$ cat config.mk
export PLATFORM = sky130hd
export DESIGN_NAME = umi_rr_arbiter
export DESIGN_NICKNAME = d
export VERILOG_FILES = /design/src/rtl/umi_arb_pkg.sv /design/src/rtl/umi_rr_pick.sv /design/src/rtl/umi_rr_arbiter.sv
export SDC_FILE = /design/constraint.sdc
export NUM_CORES = 1
export LEC_CHECK = 0
export ABC_AREA = 1
export BUFFER_PORTS_ARGS = -buffer_cell sky130_fd_sc_hd__buf_2
export CAP_MARGIN = 30
export CORE_AREA = 2 2 497 499
export CTS_CLUSTER_DIAMETER = 40
export CTS_CLUSTER_SIZE = 10
export DETAILED_ROUTE_END_ITERATION = 16
export DIE_AREA = 0 0 499 501
export GPL_TIMING_DRIVEN = 0
export PLACE_DENSITY = 0.3
export SETUP_SLACK_MARGIN = 0.15
export SLEW_MARGIN = 20
export SYNTH_ARGS = -nofsm -noshare
export SYNTH_HDL_FRONTEND = slang
export SYNTH_SLANG_ARGS = --single-unit
$ cat constraint.sdc
create_clock -name clk -period 7.45 [get_ports clk]
set_clock_uncertainty 0.2 [all_clocks]
set_input_delay 1.49 -clock clk [delete_from_list [all_inputs] [get_ports clk]]
set_output_delay 1.49 -clock clk [all_outputs]
set_load 0.1 [all_outputs]
$ cat src/rtl/umi_arb_pkg.sv
// Shared definitions for the UMI round-robin arbiter slice.
package umi_arb_pkg;

  localparam int UMI_PACKET_W = 256;

  // Index width for N ports; a single port still needs a 1-bit index.
  function automatic int sw_width(input int n);
    if (n > 1) begin
      return $clog2(n);
    end else begin
      return 1;
    end
  endfunction

endpackage

$ cat src/rtl/umi_rr_pick.sv
// Combinational round-robin pick: first requester after the last winner, with wrap.
module umi_rr_pick
  import umi_arb_pkg::*;
#(
  parameter int N  = 4,
  parameter int SW = sw_width(N)
) (
  input  logic [N-1:0]  req,
  input  logic [SW-1:0] last,
  output logic [N-1:0]  gnt_onehot,
  output logic [SW-1:0] gnt_idx,
  output logic          any
);

  logic [SW-1:0] idx_s;

  // Walk the ring starting just past the last winner; the first set request wins.
  always_comb begin
    gnt_onehot = '0;
    gnt_idx    = '0;
    any        = 1'b0;
    idx_s      = '0;
    for (int k = 0; k < N; k++) begin
      idx_s = SW'((int'(last) + 1 + k) % N);
      if (!any && req[idx_s]) begin
        gnt_onehot[idx_s] = 1'b1;
        gnt_idx           = idx_s;
        any               = 1'b1;
      end else begin
        any = any;
      end
    end
  end

endmodule

$ cat src/rtl/umi_rr_arbiter.sv
// Round-robin N:1 UMI arbiter with a one-entry registered output stage tagged by source port.
module umi_rr_arbiter
  import umi_arb_pkg::*;
#(
  parameter int N  = 4,
  parameter int PW = UMI_PACKET_W,
  parameter int SW = sw_width(N)
) (
  input  logic            clk,
  input  logic            rst,
  input  logic [N*PW-1:0] in_packet,
  input  logic [N-1:0]    in_valid,
  output logic [N-1:0]    in_ready,
  output logic [PW-1:0]   out_packet,
  output logic [SW-1:0]   out_src,
  output logic            out_valid,
  input  logic            out_ready
);

  logic [SW-1:0] last_r;
  logic [N-1:0]  gnt_onehot_s;
  logic [SW-1:0] gnt_idx_s;
  logic          any_s;
  logic          can_load_s;
  logic          load_s;
  logic [PW-1:0] win_packet_s;

  umi_rr_pick #(
    .N  (N),
    .SW (SW)
  ) u_pick (
    .req        (in_valid),
    .last       (last_r),
    .gnt_onehot (gnt_onehot_s),
    .gnt_idx    (gnt_idx_s),
    .any        (any_s)
  );

  // The slot can take a packet when it is empty or draining this cycle.
  assign can_load_s   = !out_valid || out_ready;
  assign load_s       = !rst && can_load_s && any_s;
  assign win_packet_s = in_packet[int'(gnt_idx_s)*PW +: PW];

  // Only the winner sees ready, and nobody does while reset is held.
  always_comb begin
    in_ready = '0;
    if (rst) begin
      in_ready = '0;
    end else if (can_load_s) begin
      in_ready = gnt_onehot_s;
    end else begin
      in_ready = '0;
    end
  end

  // Output stage and rotation pointer; last moves only when a requester is accepted.
  always_ff @(posedge clk) begin
    if (rst) begin
      out_valid  <= 1'b0;
      out_packet <= '0;
      out_src    <= '0;
      last_r     <= SW'(N - 1);
    end else if (load_s) begin
      out_valid  <= 1'b1;
      out_packet <= win_packet_s;
      out_src    <= gnt_idx_s;
      last_r     <= gnt_idx_s;
    end else if (out_ready) begin
      out_valid  <= 1'b0;
    end else begin
      out_valid  <= out_valid;
    end
  end

endmodule

==> out/results.txt <==
Clock latency on the worst-skew pair = 690 ps
Hold path depth = 2
Worst Reg-to-Reg Cells = 15
Syn Nets = 4448
Cell count after placement = 7927
Ys flop type = dfxtp_1
Relative slew slack = 0.273
DRC = 0
Vias in the first global route = 30700
Total Wirelength = 233000 um
Initial core utilization = 0.0793
Pins Over Slew Limit = 0
Gpl congestion = 0.928
Area growth syn-to-layout = 71.9%
Initial detailed-routing violation count = 2692
Global route total overflow = 0
First-pass GRT wire length = 297000 um
Synth cell count leaders = 1194 x nand2_1, 676 x nand3_1, 331 x nand4_1
CP max stage delay = 670 ps
Crit-path max FO = 6
Ys Warns = 0
CTS tree = done
Critical path type = reg2out
Final Core Density = 0.136
Yosys top cell area share = 0.269
Cell taking the most area after synthesis = dfxtp_1
Pre-CTS WS = 2010 ps
Vias per cell = 3.75
Worst path arrival time = 3850 ps
Status = completed
Post-CTS Setup Inserts = 0
Register area share after synthesis = 0.269
Post-DP HPWL = 204000 um
CP top delay family = simple AND/OR/NAND/NOR gates
WP depth = 10
Die span in x = 499 um
Worst-path cell chain = inv_1, ha_1, inv_1, nand3_1, nand2_1, inv_2, nor4_1, nand2_1, a31oi_1, buf_2
Achievable Freq = 0.180 GHz
Worst Tran Pin Value = 1090 ps
Post-Syn Area per Cell = 5.70 um^2
Post-synth EDFFs = 0
Synth Register Bits = 261
CTS Buf Count = 94
Post-CTS Resized = 0
Reg clk slew, reported paths = 40 ps
Layout cell share with drive strength beyond 1 = 0.344
Critical-path top delay cell = dfxtp_1
Clock Root Buffer = clkbuf_16
# hold bufs at CTS = 0
Startpoint Class = flop
Final worst slack = 1910 ps
Post-DR wirelength/cell = 28.6 um
Die area = 250000 um^2
Fill count = 29100
Finished Layout Cells = 8150
Final period util = 0.744
Antenna violations before repair = 171
Max-cap violations = 0
Clock Sinks = 261
Most common cell in the netlist = nand2_1
Nets@finish = 5842
Worst EP required = 5760 ps
Synthesized cell area = 19400 um^2
Port bufs = 1293
Clk buf depth = 3
Vert. Die Dim = 501 um
Number of library cell types mapped by synthesis = 30
Unrepaired setup endpoints after global routing = false
Total negative slack = 0 ps
Minimum clock period = 5540 ps
Worst Setup End Kind = output pin
Routed vias = 30600
Hold/Removal Path Class = reg2reg
DRT antenna net count = 0
Buffers and inverters on the worst path = 4
Dominant cells by area after synthesis = dfxtp_1 27%, nand2_1 23%, nand3_1 17%
H-Tree Level Count = 3
# IOs = 1294
Synth Instances = 3409
GRT Total Usage = 0.178
Core region area = 245000 um^2
Final Hold Viols = 0
Largest net degree at the start of global routing = 14
Final-report setup violation count = 0
Async set or reset register ratio after synthesis = 0
Rows = 182
Drt first pass iters = 6
## cells in the final DEF, fill, tap and decap left out, drive strengths merged
master,netlist,layout
nand2,1199,1199
a21oi,5,5
o21ai,7,7
nand3,678,678
a22oi,4,4
o211ai,43,43
or2,43,43
bufinv,0,9
buf,164,1462
inv,313,315
clkinvlp,0,11
clkinv,2,26
diode,0,52
ha,8,8
nand4,331,331
clkbuf,147,272
dfxtp,261,261
a31oi,2,2
nor2,200,200
a21boi,1,1
nor4,1,1
## registers in the layout, indices dropped and copies added, names as in the netlist
signal and count:
last_r 2, out_valid 1, out_packet 256, out_src 2
## logic make-up after synthesis
| family | after synthesis | synth area share |
|---|---|---|
| simple gates | 2452 | 0.568 |
| buf+inv | 626 | 0.135 |
| flops | 261 | 0.269 |
| compound gates | 62 | 0.0223 |
| fa+ha+maj | 8 | 0.00516 |
## metal layers
layer	wire, um	GRT usage
met1	92100	0.204
met2	108000	0.298
met3	24800	0.0778
met4	7350	0.0536
met5	617	0
## layout make-up
type | instances | area, um^2 | area share
Multi-Input combinational cell | 2522 | 11600 | 0.347
Timing Repair Buffer | 1298 | 6560 | 0.197
Buffer | 311 | 1450 | 0.0433
Clock inverter | 46 | 567 | 0.0170
Clock buffer | 125 | 2670 | 0.0800
Inverter | 315 | 1180 | 0.0355
Tap cell | 3220 | 4030 | 0.121
Antenna cell | 52 | 130 | 0.00390
Sequential cell | 261 | 5230 | 0.157
## worst reg2reg max path, cell delays in order, from the launching register on
cell and delay, ps:
dfxtp_1 670, inv_1 220, ha_1 400, inv_1 70, nand3_1 80, nand2_1 150, inv_2 140, a21oi_1 90
nand2_2 280, buf_2 600, clkbuf_1 770, nand4_1 170, nand3_1 400, nand2_1 350, nand2_1 230, nand2_1 60
## stage by stage
step | instance area (um^2) | hold WS, ps
after global placement | 29900 | 258
after floorplan | 19400 | 355
final | 33400 | 267
after detailed placement | 30000 | 259
after CTS | 33200 | 267
after global routing | 33300 | 278
## final timing paths
| check | from | to | slack [ps] |
|---|---|---|---|
| setup / recovery | last_r[1] | in_ready[1] | 1910 |
| hold / removal | out_packet[179] | out_packet[179] | 270 |
| setup reg to reg | last_r[1] | out_packet[176] | 2470 |
| hold reg to reg | out_packet[179] | out_packet[179] | 270 |
Power is not shown: default switching activity piles up to over one toggle a cycle in this logic, so the estimate is an artifact.
